File: src/rtl/xs3_to_bin_acc.sv
// Excess-3 digit stream to binary accumulator.
// Collects up to NDIGITS excess-3 digits (MSD first) into a binary word via
// acc*10 + d. The result is presented on a valid/ready port with error flags.
module xs3_to_bin_acc #(
    parameter int unsigned NDIGITS = 4,
    parameter int unsigned OUT_W   = 14,
    parameter int unsigned CNT_W   = $clog2(NDIGITS + 1)
) (
    input  logic             clk,
    input  logic             rst,
    input  logic             in_valid,
    output logic             in_ready,
    input  logic [4:0]       in_xs3,
    input  logic             in_last,
    output logic             out_valid,
    input  logic             out_ready,
    output logic [OUT_W-1:0] out_bin,
    output logic [CNT_W-1:0] out_digits,
    output logic [1:0]       out_err
);

    typedef enum logic [0:0] {StAcc, StHold} state_e;

    state_e             state_q, state_d;
    logic [OUT_W-1:0]   acc_q, acc_d;
    logic [CNT_W-1:0]   cnt_q, cnt_d;
    logic               err0_q, err0_d;
    logic [OUT_W-1:0]   out_bin_q, out_bin_d;
    logic [CNT_W-1:0]   out_digits_q, out_digits_d;
    logic [1:0]         out_err_q, out_err_d;

    logic               accept;
    logic               out_accept;
    logic               dig_legal;
    logic [4:0]         dig_val;
    logic [OUT_W-1:0]   acc_step;
    logic [CNT_W-1:0]   cnt_step;
    logic               err0_step;
    logic               frame_end;

    assign accept     = in_valid && in_ready;
    assign out_accept = out_valid && out_ready;

    // Digit decode and multiply-by-10-and-add step.
    always_comb begin
        dig_legal = (in_xs3 >= 5'd3) && (in_xs3 <= 5'd12);
        dig_val   = dig_legal ? (in_xs3 - 5'd3) : 5'd0;
        acc_step  = {acc_q[OUT_W-4:0], 3'b000} + {acc_q[OUT_W-2:0], 1'b0} + OUT_W'(dig_val);
        cnt_step  = cnt_q + CNT_W'(1);
        err0_step = err0_q | ~dig_legal;
        frame_end = accept && (in_last || (cnt_step == CNT_W'(NDIGITS)));
    end

    // State register plus datapath registers.
    always_ff @(posedge clk or posedge rst) begin
        if (rst) begin
            state_q      <= StAcc;
            acc_q        <= '0;
            cnt_q        <= '0;
            err0_q       <= 1'b0;
            out_bin_q    <= '0;
            out_digits_q <= '0;
            out_err_q    <= '0;
        end else begin
            state_q      <= state_d;
            acc_q        <= acc_d;
            cnt_q        <= cnt_d;
            err0_q       <= err0_d;
            out_bin_q    <= out_bin_d;
            out_digits_q <= out_digits_d;
            out_err_q    <= out_err_d;
        end
    end

    // Next-state logic: ACC until a frame ends, HOLD until the result is taken.
    always_comb begin
        state_d = state_q;
        unique case (state_q)
            StAcc:   if (frame_end)  state_d = StHold;
            StHold:  if (out_accept) state_d = StAcc;
            default: state_d = StAcc;
        endcase
    end

    // Datapath next values: accumulate on accept, snapshot on frame end, clear on hand-off.
    always_comb begin
        acc_d        = acc_q;
        cnt_d        = cnt_q;
        err0_d       = err0_q;
        out_bin_d    = out_bin_q;
        out_digits_d = out_digits_q;
        out_err_d    = out_err_q;
        if (accept) begin
            acc_d  = acc_step;
            cnt_d  = cnt_step;
            err0_d = err0_step;
        end
        if (frame_end) begin
            out_bin_d    = acc_step;
            out_digits_d = cnt_step;
            // Truncation only when the digit limit, not in_last, closed the frame.
            out_err_d    = {~in_last, err0_step};
        end
        if (out_accept) begin
            acc_d  = '0;
            cnt_d  = '0;
            err0_d = 1'b0;
        end
    end

    // Handshake outputs decoded from state; in_ready held low while reset is asserted.
    always_comb begin
        in_ready  = 1'b0;
        out_valid = 1'b0;
        unique case (state_q)
            StAcc:   in_ready  = ~rst;
            StHold:  out_valid = 1'b1;
            default: ;
        endcase
    end

    assign out_bin    = out_bin_q;
    assign out_digits = out_digits_q;
    assign out_err    = out_err_q;

endmodule

File: config.mk
export PLATFORM = sky130hd
export DESIGN_NAME = xs3_to_bin_acc
export DESIGN_NICKNAME = d
export VERILOG_FILES = /design/src/rtl/xs3_to_bin_acc.sv
export SDC_FILE = /design/constraint.sdc
export NUM_CORES = 1
export LEC_CHECK = 0
export ABC_CLOCK_PERIOD_IN_PS = 3700
export CORE_ASPECT_RATIO = 0.8
export CORE_MARGIN = 10
export CORE_UTILIZATION = 40
export DETAILED_ROUTE_END_ITERATION = 6
export GPL_TIMING_DRIVEN = 0
export HOLD_SLACK_MARGIN = 0.12
export PLACE_DENSITY = 0.59
export SETUP_SLACK_MARGIN = 0.3
export SLEW_MARGIN = 0
export SYNTH_ARGS = -nofsm -noshare
export SYNTH_HDL_FRONTEND = slang
export SYNTH_SLANG_ARGS = --single-unit
File: constraint.sdc
create_clock -name clk -period 3.7 [get_ports clk]
set_input_delay 0.74 -clock clk [delete_from_list [all_inputs] [get_ports clk]]
set_output_delay 0.74 -clock clk [all_outputs]
set_load 0.005 [all_outputs]
### Word level (Yosys, flattened, before mapping)

Cells that the tools add are included.

| cells by class | value |
|---|---|
| multiply operators | 0 |
| shift operators | 0 |
| $add $sub $neg | 4 |
| muxes and demuxes | 12 |
| divide/modulo/power cells | 0 |
| $lt $le $gt $ge | 2 |
| bitwise gates (word level) | 5 |
| reduce and logical (&&, ||, !) cells | 6 |
| equality and inequality tests | 1 |

Operators with widths:

| kind | count |
|---|---|
| 13-bit two-way mux | 2 |
| 14-bit adder | 1 |
| 14-bit by 5-bit adder with 14-bit output | 1 |
| 1-bit two-way mux | 6 |
| 3-bit two-way mux | 2 |
| 5-bit by 2-bit >= comparator with 1-bit output, second input constant | 1 |
| 5-bit by 4-bit <= comparator with 1-bit output, second input constant | 1 |
| 5-bit two-way mux | 1 |
| 5-bit by 2-bit subtractor with 5-bit output, second input constant | 1 |
| 1-bit logical AND | 4 |
| 1-bit inverter | 4 |
| 3-bit by 1-bit adder with 3-bit output, second input constant | 1 |
| 3-bit equality test, second input constant | 1 |
| 1-bit one-hot mux with 2 select lines | 1 |
| 2-bit nonzero test | 1 |
| 1-bit logical OR | 1 |
| 1-bit OR | 1 |

| storage, ports and cells | value |
|---|---|
| memory bits (writable) | 0 |
| logic and storage cells | 37 |
| latch bits | 0 |
| output and inout bits | 21 |
| ROM bits | 0 |
| bits of input ports | 10 |
| flip-flop bits (word level) | 37 |
| memories | 0 |

### Logic depth before layout (Yosys ltp)

Gate-level depths: netlist (run 1).

| depth | value |
|---|---|
| depth after elaboration | 6 |
| depth in mapped cells | 14 |
| mapped depth without buffers | 14 |

### Worst setup path before layout (run 1)

No wires, ideal clock.

| timing path | value |
|---|---|
| path kind | input port to flip-flop |
| start point | input port in_xs3[0] |
| end point | register acc_q[9] |
| path buffers | 0 |
| cell stages on the path | 12 |
| slack | 0.107 ns |
| arrival time | 3.472 ns |
| required time | 3.578 ns |
| library setup time | 0.122 ns |
| path through | ha_1 -> a2111oi_0 -> a311o_1 -> nand2b_1 -> fa_1 -> inv_1 -> ha_1 -> a21oi_1 -> nand4b_1 -> a21oi_1 -> or3_1 -> a32o_1 |

| between the ends | value |
|---|---|
| word-level cells in the longest chain between the ends | 6 |
| elaborated cells between the ends (all ways) | 8 |
| those cells by class | 2 x add/sub; 2 x order compare; 3 x mux; 1 x reduce/logical |

RTL lines:

| what | RTL line | text |
|---|---|---|
| start: declaration | 13 | `input logic [4:0] in_xs3,` |
| 5-bit by 2-bit >= comparator with 1-bit output or 5-bit by 4-bit <= comparator with 1-bit output (tied branches) | 46 | `dig_legal = (in_xs3 >= 5'd3) && (in_xs3 <= 5'd12);` |
| 1-bit logical AND | 46 |  |
| 5-bit two-way mux (*) | 47 | `dig_val = dig_legal ? (in_xs3 - 5'd3) : 5'd0;` |
| 14-bit by 5-bit adder with 14-bit output (*) | 48 | `acc_step = {acc_q[OUT_W-4:0], 3'b000} + {acc_q[OUT_W-2:0], 1'b0} + OUT_W'(dig_val);` |
| 13-bit two-way mux (*) | 93 | `if (accept) begin` |
| 13-bit two-way mux (*) | 104 | `if (out_accept) begin` |
| end signal: assignment | 58 | `acc_q <= '0;` |
| end signal: assignment | 66 | `acc_q <= acc_d;` |
| end: declaration | 25 | `logic [OUT_W-1:0] acc_q, acc_d;` |

Mark *: on every way between the ends. The rest lies on a longest branch, timed or not. The select of a mux whose other input is x is not followed.
A chain may end at the register's enable or synchronous reset.

### Worst setup path after layout (run 1)

| timing path | value |
|---|---|
| start point | input port in_xs3[1] |
| end point | register out_bin_q[13] (netlist: out_bin[13]) |

| between the ends | value |
|---|---|
| word-level cells in the longest chain between the ends | 4 |
| elaborated cells between the ends (all ways) | 6 |
| those cells by class | 2 x add/sub; 2 x order compare; 1 x mux; 1 x reduce/logical |

RTL lines:

| what | RTL line | text |
|---|---|---|
| 5-bit by 2-bit >= comparator with 1-bit output or 5-bit by 4-bit <= comparator with 1-bit output (tied branches) | 46 |  |
| 1-bit logical AND | 46 |  |
| 5-bit two-way mux (*) | 47 |  |
| 14-bit by 5-bit adder with 14-bit output (*) | 48 |  |
| end signal: assignment | 69 | `out_bin_q <= out_bin_d;` |
| end: declaration | 28 | `logic [OUT_W-1:0] out_bin_q, out_bin_d;` |

Mark *: on every way between the ends. The rest lies on a longest branch, timed or not.

==> impl_results.md, run 1 <==
* Status: complete, no violations
* Longest Clk Path Bufs at 2
* Slew margin rel. at 46.8%
* Crit. End Element: flop
* Worst EP arrival at ~3600 ps
* Gp weighted congestion at 0.824
* Seq/Total Area, Yosys at roughly 41%
* Top-area cell type share of the netlist area at 41.4%
* Reg2reg setup slack at 1130 ps
* Synthesized flop and latch total at 37
* DRC violations left at 0
* Flop pwr share at 31.3%
* CTS tree: yes
* Worst-skew pair later-pin latency at 300 ps
* Clock root buffer: clkbuf_8
* Final hold slack at 467 ps
* FFs w/ async S/R, synth at 100%
* Largest net degree at the start of global routing at 38
* Drt pass-1 iters at 4
* Drt via density at between 5 and 6
* Mean Syn Cell Area at a little over 10 um^2
* Slowest cell delay on critical path at 550 ps
* Setup WS pre-CTS at -842 ps
* Critical-path cell list: buf_6 > inv_12 > ha_4 > inv_2 > a311o_2 > nand2b_4 > fa_2 > inv_2 > ha_4 > a21oi_2 > nand4b_1 > a211oi_2 > or4_1 > nand3_1
* Core Rows at 24
* Combinational power share at between 40 and 50%
* R2R depth at 9
* Slew Limit Fails at 0
* Setup repair after global routing missed its margin: yes
* CORE AREA at approximately 5400 um^2
* Initial DRC count at 103
* Routed wire length per instance at 16.5 um
* Most used DFF post-synth: dfrtp_1
* Power density over cell area at between 700 and 800 nW/um^2
* Yosys warning total at 0
* Setup ws final at 325 ps
* Initial Util at 41.1%
* P_int at 1.35 mW
* I/O pins at 31
* Area Growth Syn to Fin at 32.3%
* Leak at 1.38 nW
* Synth top area cells: dfrtp_1, ha_1, nand2_1, a21oi_1, a22o_1
* Sw power at around 0.76 mW
* CTS sink cnt at 37
* CTS clk-pin slew, worst paths at about 80 ps
* Worst r2r dst: out_bin[13]
* Crit-path max FO at 4
* CP Launch Point: in_xs3[1]
* HPWL after DPL at roughly 4000 um
* Fmax at 296 MHz
* Clk pwr share at 20.6%
* Post-synth EDFFs at 0
* Antenna viol nets, final at 0
* First-pass GRT wire length at 9510 um
* Commonest cells in the netlist: dfrtp_1, nand2_1, ha_1, a21oi_1
* Tcrit/Tclk final at roughly nine tenths
* Ant diodes at 0
* WS Path Type: input port to flop
* Final WL at between 5000 and 6000 um
* Max-Cap Viols at 0
* Worst Path Required at 3930 ps
* GRT overflow at 0
* Startpoint types: input port
* Min Tclk post-route at 3380 ps
* Via count at 1824
* Final setup violation count at 0
* Worst min-delay path class: flop to flop
* Max VDD drop at 407 uV
* Layout net count at 301
* Post-synth net total at 260
* Total number of H-tree levels at 2
* Worst Tran Pin Value at 797 ps
* Layout cells sized above 1 at between 20% and 30%
* Most common cell in the synthesized netlist: dfrtp_1
* Port Buf Inserts at 30
* Cell taking the most area after synthesis: dfrtp_1
* Util after Layout at 54.4%
* Die W at 104 um
* Synth Cell Area at approximately 2200 um^2
* Cells after Synth at 222
* Layout Skew at ~12 ps
* Antenna violations before repair at 0
* Sw Ratio at 36.1%
* Worst Setup EP: out_bin[13]
* Die Area at 8990 um^2
* CP max stage cell: fa_2
* Vias in the first global route at between 1500 and 2000
* Hold Path Origin: out_digits[2]
* Unique masters post-synth at 37
* Total Routing Usage GR at 12.8%
* Chip height at 86.9 um
* Worst flop-to-flop path startpoint: acc_q[0]
* Hold Fails Final Rpt at 0
* CTS Buf Count at 5
[flip-flops by register name (all words and copies together), names as in the netlist]
name	count
state_q	1
acc_q	13
out_bin	14
cnt_q	3
out_err	2
out_digits	3
err0_q	1
[cell families after synthesis]
| logic type | Yosys count | synth area share [%] |
|---|---|---|
| adders and majority gates | 28 | 16.7 |
| and+or+nand+nor | 65 | 13.9 |
| buffers and inverters | 19 | 3.69 |
| muxes | 5 | 2.52 |
| DFF | 37 | 41.4 |
| xor gates and xnor gates | 10 | 3.92 |
| AOI/OAI and AO/OA | 58 | 17.8 |
[critical path: cells and delay by family]
kind | cells | cell delay, ps
simple gates | 4 | 1060
buf+inv | 4 | 260
fa+ha+maj | 3 | 870
compound gates | 3 | 670
[what timing repair did]
| item | in CTS | in global routing |
|---|---|---|
| resized for setup | 24 | 16 |
| setup endpoints to repair | 21 | 11 |
| setup buffers | 2 | 2 |
| pin swaps | 3 | 6 |
| hold endpoints to repair | 0 | 0 |
| hold buffers | 0 | 0 |
[power by group through the flow]
stage	sequential [mW]	clock, mW	combinational (mW)
after CTS	0.662	0.441	0.977
after floorplan	0.649	0	0.601
final	0.659	0.433	1.01
after global routing	0.683	0.459	1.13
after detailed placement	0.669	0	0.935
after global placement	0.665	0	0.922
[metal layers]
| layer | wire, um | GRT usage (%) |
|---|---|---|
| met4 | 70 | 3.84 |
| met5 | 0 | 0 |
| met2 | 2370 | 19.2 |
| met1 | 2930 | 17.5 |
| met3 | 262 | 3.33 |
[placed cells by master, fill, tap and decap left out, drive strengths merged, types with 5 or more instances in the layout]
cell           instances
nor2                  10
ha                    25
xor2                   5
clkbuf                10
dfrtp                 37
clkdlybuf4s50         25
a22o                   8
mux2                   5
nand2                 30
o21ai                 12
buf                   10
a21oi                 15
xnor2                  5
inv                   13
[worst min path at each step]
| stage | end | slack, ps | cells past startpoint |
|---|---|---|---|
| global route | out_digits[2] | 490 | 2 |
| CTS | out_digits[2] | 470 | 2 |
| detailed placement | out_digits[2] | 460 | 2 |
| global placement | out_err[0] | 450 | 2 |
| floorplan | out_digits[2] | 460 | 2 |
| finish | out_digits[2] | 470 | 2 |
[metrics by stage]
stage	instances	instance area, um^2	power [mW]	setup TNS [ps]
after detailed placement	330	2690	1.60	-11270
after global placement	330	2690	1.59	-10940
after global routing	342	2960	2.28	0
after CTS	340	2890	2.08	0
after floorplan	222	2290	1.25	0
final	342	2960	2.10	0
[area by class of cell]
type	count	area (um^2)
fill	499	2480
multi-input combinational	166	1370
tap	78	97.6
buffer	7	37.5
clock inverter	3	68.8
sequential	37	926
timing repair buffer	34	325
clock buffer	5	68.8
inverter	12	62.6
Note: power is estimated with default switching activity, not from simulation.
==> run 2: changes to the inputs <==
--- a/config.mk
+++ b/config.mk
@@ -14,6 +14,7 @@
 export HOLD_SLACK_MARGIN = 0.12
 export PLACE_DENSITY = 0.59
 export SETUP_SLACK_MARGIN = 0.3
+export SKIP_CTS_REPAIR_TIMING = 1
 export SLEW_MARGIN = 0
 export SYNTH_ARGS = -nofsm -noshare
 export SYNTH_HDL_FRONTEND = slang
==> run 2 against run 1 <==
Effect of this change: clock power is essentially flat; sequential cell count did not move; sequential power hardly changed; global-route usage is 0.079 points lower; non-clock buffer count rose by 3; power is 0.38% higher; via count rose by 1.3%; highest routed layer unchanged; combinational power about the same; register-to-register slack worse by 20 ps.
==> impl_results.md, run 2 (synthesized netlist as in run 1, its figures left out) <==
* Status: complete, no violations
* Drt via density at 5.35 (+0.38%)
* Die W at 104 um (unchanged)
* Final hold slack at 467 ps (+0.708 ps)
* Tcrit/Tclk final at 91.9% (+0.68 points)
* Max VDD drop at 408 uV (+0.19%)
* Area Growth Syn to Fin at 34.1%
* Post-route cell area at 3000 um^2 (+1.4%)
* DP Area at 2690 um^2 (unchanged)
* Worst min-delay path class: flop to flop
* Finished Layout Cells at 345 (+0.88%)
* DRC violations left at 0 (unchanged)
* Initial DRC count at 96 (-6.8%)
* WS Path Type: input port to flop
* Worst Path Required at 3930 ps (about the same)
* Power density over cell area at 705 nW/um^2 (-0.96%)
* Final setup violation count at 0 (unchanged)
* Total number of H-tree levels at 2 (unchanged)
* HPWL after DPL at 4020 um (unchanged)
* Setup TNS at 0 ps (unchanged)
* GRT overflow at 0 (unchanged)
* Hold Fails Final Rpt at 0 (unchanged)
* Longest Clk Path Bufs at 2 (unchanged)
* Vias in the first global route at 1881 (-0.84%)
* Setup ws final at 300 ps (-25.0 ps)
* Worst Tran Pin Value at 783 ps (-14.3 ps)
* Die Area at 8990 um^2 (unchanged)
* Startpoint types: input port
* Slew Limit Fails at 0 (unchanged)
* Setup repair after global routing missed its margin: yes
* Total Routing Usage GR at 12.7% (-0.079 points)
* Layout cells sized above 1 at 22.1% (+1.3 points)
* Util after Layout at 55.1% (+0.74 points)
* Layout Skew at 9.68 ps (-2.19 ps)
* Worst EP arrival at 3630 ps (+20 ps)
* Routed wire length per instance at 16.5 um (+0.35%)
* Port Buf Inserts at 30 (unchanged)
* Inst Count DP at 330 (unchanged)
* Antenna violations before repair at 0 (unchanged)
* CORE AREA at 5440 um^2 (unchanged)
* I/O pins at 31 (unchanged)
* Antenna viol nets, final at 0 (unchanged)
* Max-Cap Viols at 0 (unchanged)
* CTS Buf Count at 5 (unchanged)
* Filler cells at 491 (-1.6%)
* Clock root buffer: clkbuf_8
* Total chip power at 2.11 mW (+0.38%)
* Min Tclk post-route at 3400 ps (+25.0 ps)
* Drt pass-1 iters at 4 (unchanged)
* CTS sink cnt at 37 (unchanged)
* Commonest non-fill, non-tap cell in the layout: dfrtp_1
* Layout net count at 304 (+1.0%)
* Fmax at 294 MHz (-0.74%)
* Slew margin rel. at 47.8% (+0.96 points)
* Initial Util at 41.1% (unchanged)
* Worst-skew pair later-pin latency at 300 ps (about the same)
* Largest net degree at the start of global routing at 38 (unchanged)
* First-pass GRT wire length at 9450 um (-0.65%)
* Crit-path max FO at 6 (+2)
* Leak at 1.41 nW (+2.6%)
* CTS clk-pin slew, worst paths at 80 ps (about the same)
* Max reg flops at 14 (unchanged)
* Crit. End Element: flop
* Gp weighted congestion at 0.824 (unchanged)
* Final WL at 5700 um (+1.2%)
* Via count at 1847 (+1.3%)
* Most frequent cells in the layout: dfrtp_1, nand2_1, clkdlybuf4s50_1, ha_1
* Chip height at 86.9 um (unchanged)
* Core Rows at 24 (unchanged)
* Ant diodes at 0 (unchanged)
* CTS tree: yes
* Setup WS pre-CTS at -842 ps (unchanged)
## run 2: area by class of cell
cell class                      count  area, um^2  area share (%)
Buffer                              7        37.5            1.25
Tap cell                           78        97.6            3.26
Inverter                           12        62.6            2.09
Timing Repair Buffer               37         363            12.1
Clock buffer                        5        68.8            2.30
Sequential cell                    37         926            30.9
Multi-Input combinational cell    166        1370            45.8
Clock inverter                      3        68.8            2.30
## run 2: critical path, cell delays in order
cell	delay, ps
buf_6	120
inv_6	60
ha_4	110
inv_2	30
a311o_2	400
nand2b_4	150
fa_2	560
inv_2	50
ha_4	210
a21oi_2	160
nand4b_1	290
a211oi_2	150
or4_1	510
nand3_1	90
## run 2: layer usage
layer | wire length, um | global-route usage, %
met5 | 0 | 0
met4 | 70 | 3.84
met3 | 306 | 3.33
met2 | 2490 | 18.9
met1 | 2830 | 17.5
## run 2: where the power goes
part | switching, mW | total [mW] | leakage, nW | internal (mW)
sequential | 0.109 | 0.660 | 0.477 | 0.551
clock | 0.162 | 0.433 | 0.0687 | 0.272
combinational | 0.491 | 1.02 | 0.869 | 0.528
## run 2: worst paths after layout
kind	startpoint	end	slack [ps]	cells after the start
worst max-delay path	in_xs3[0]	out_bin[13]	300	14
worst min-delay path	out_digits[2]	out_digits[2]	470	2
worst max register to register	acc_q[0]	out_bin[13]	1110	9
worst min register to register	out_digits[2]	out_digits[2]	470	2
max in group asynchronous	rst	acc_q[6]	2260	2
min in group asynchronous	rst	cnt_q[0]	930	2
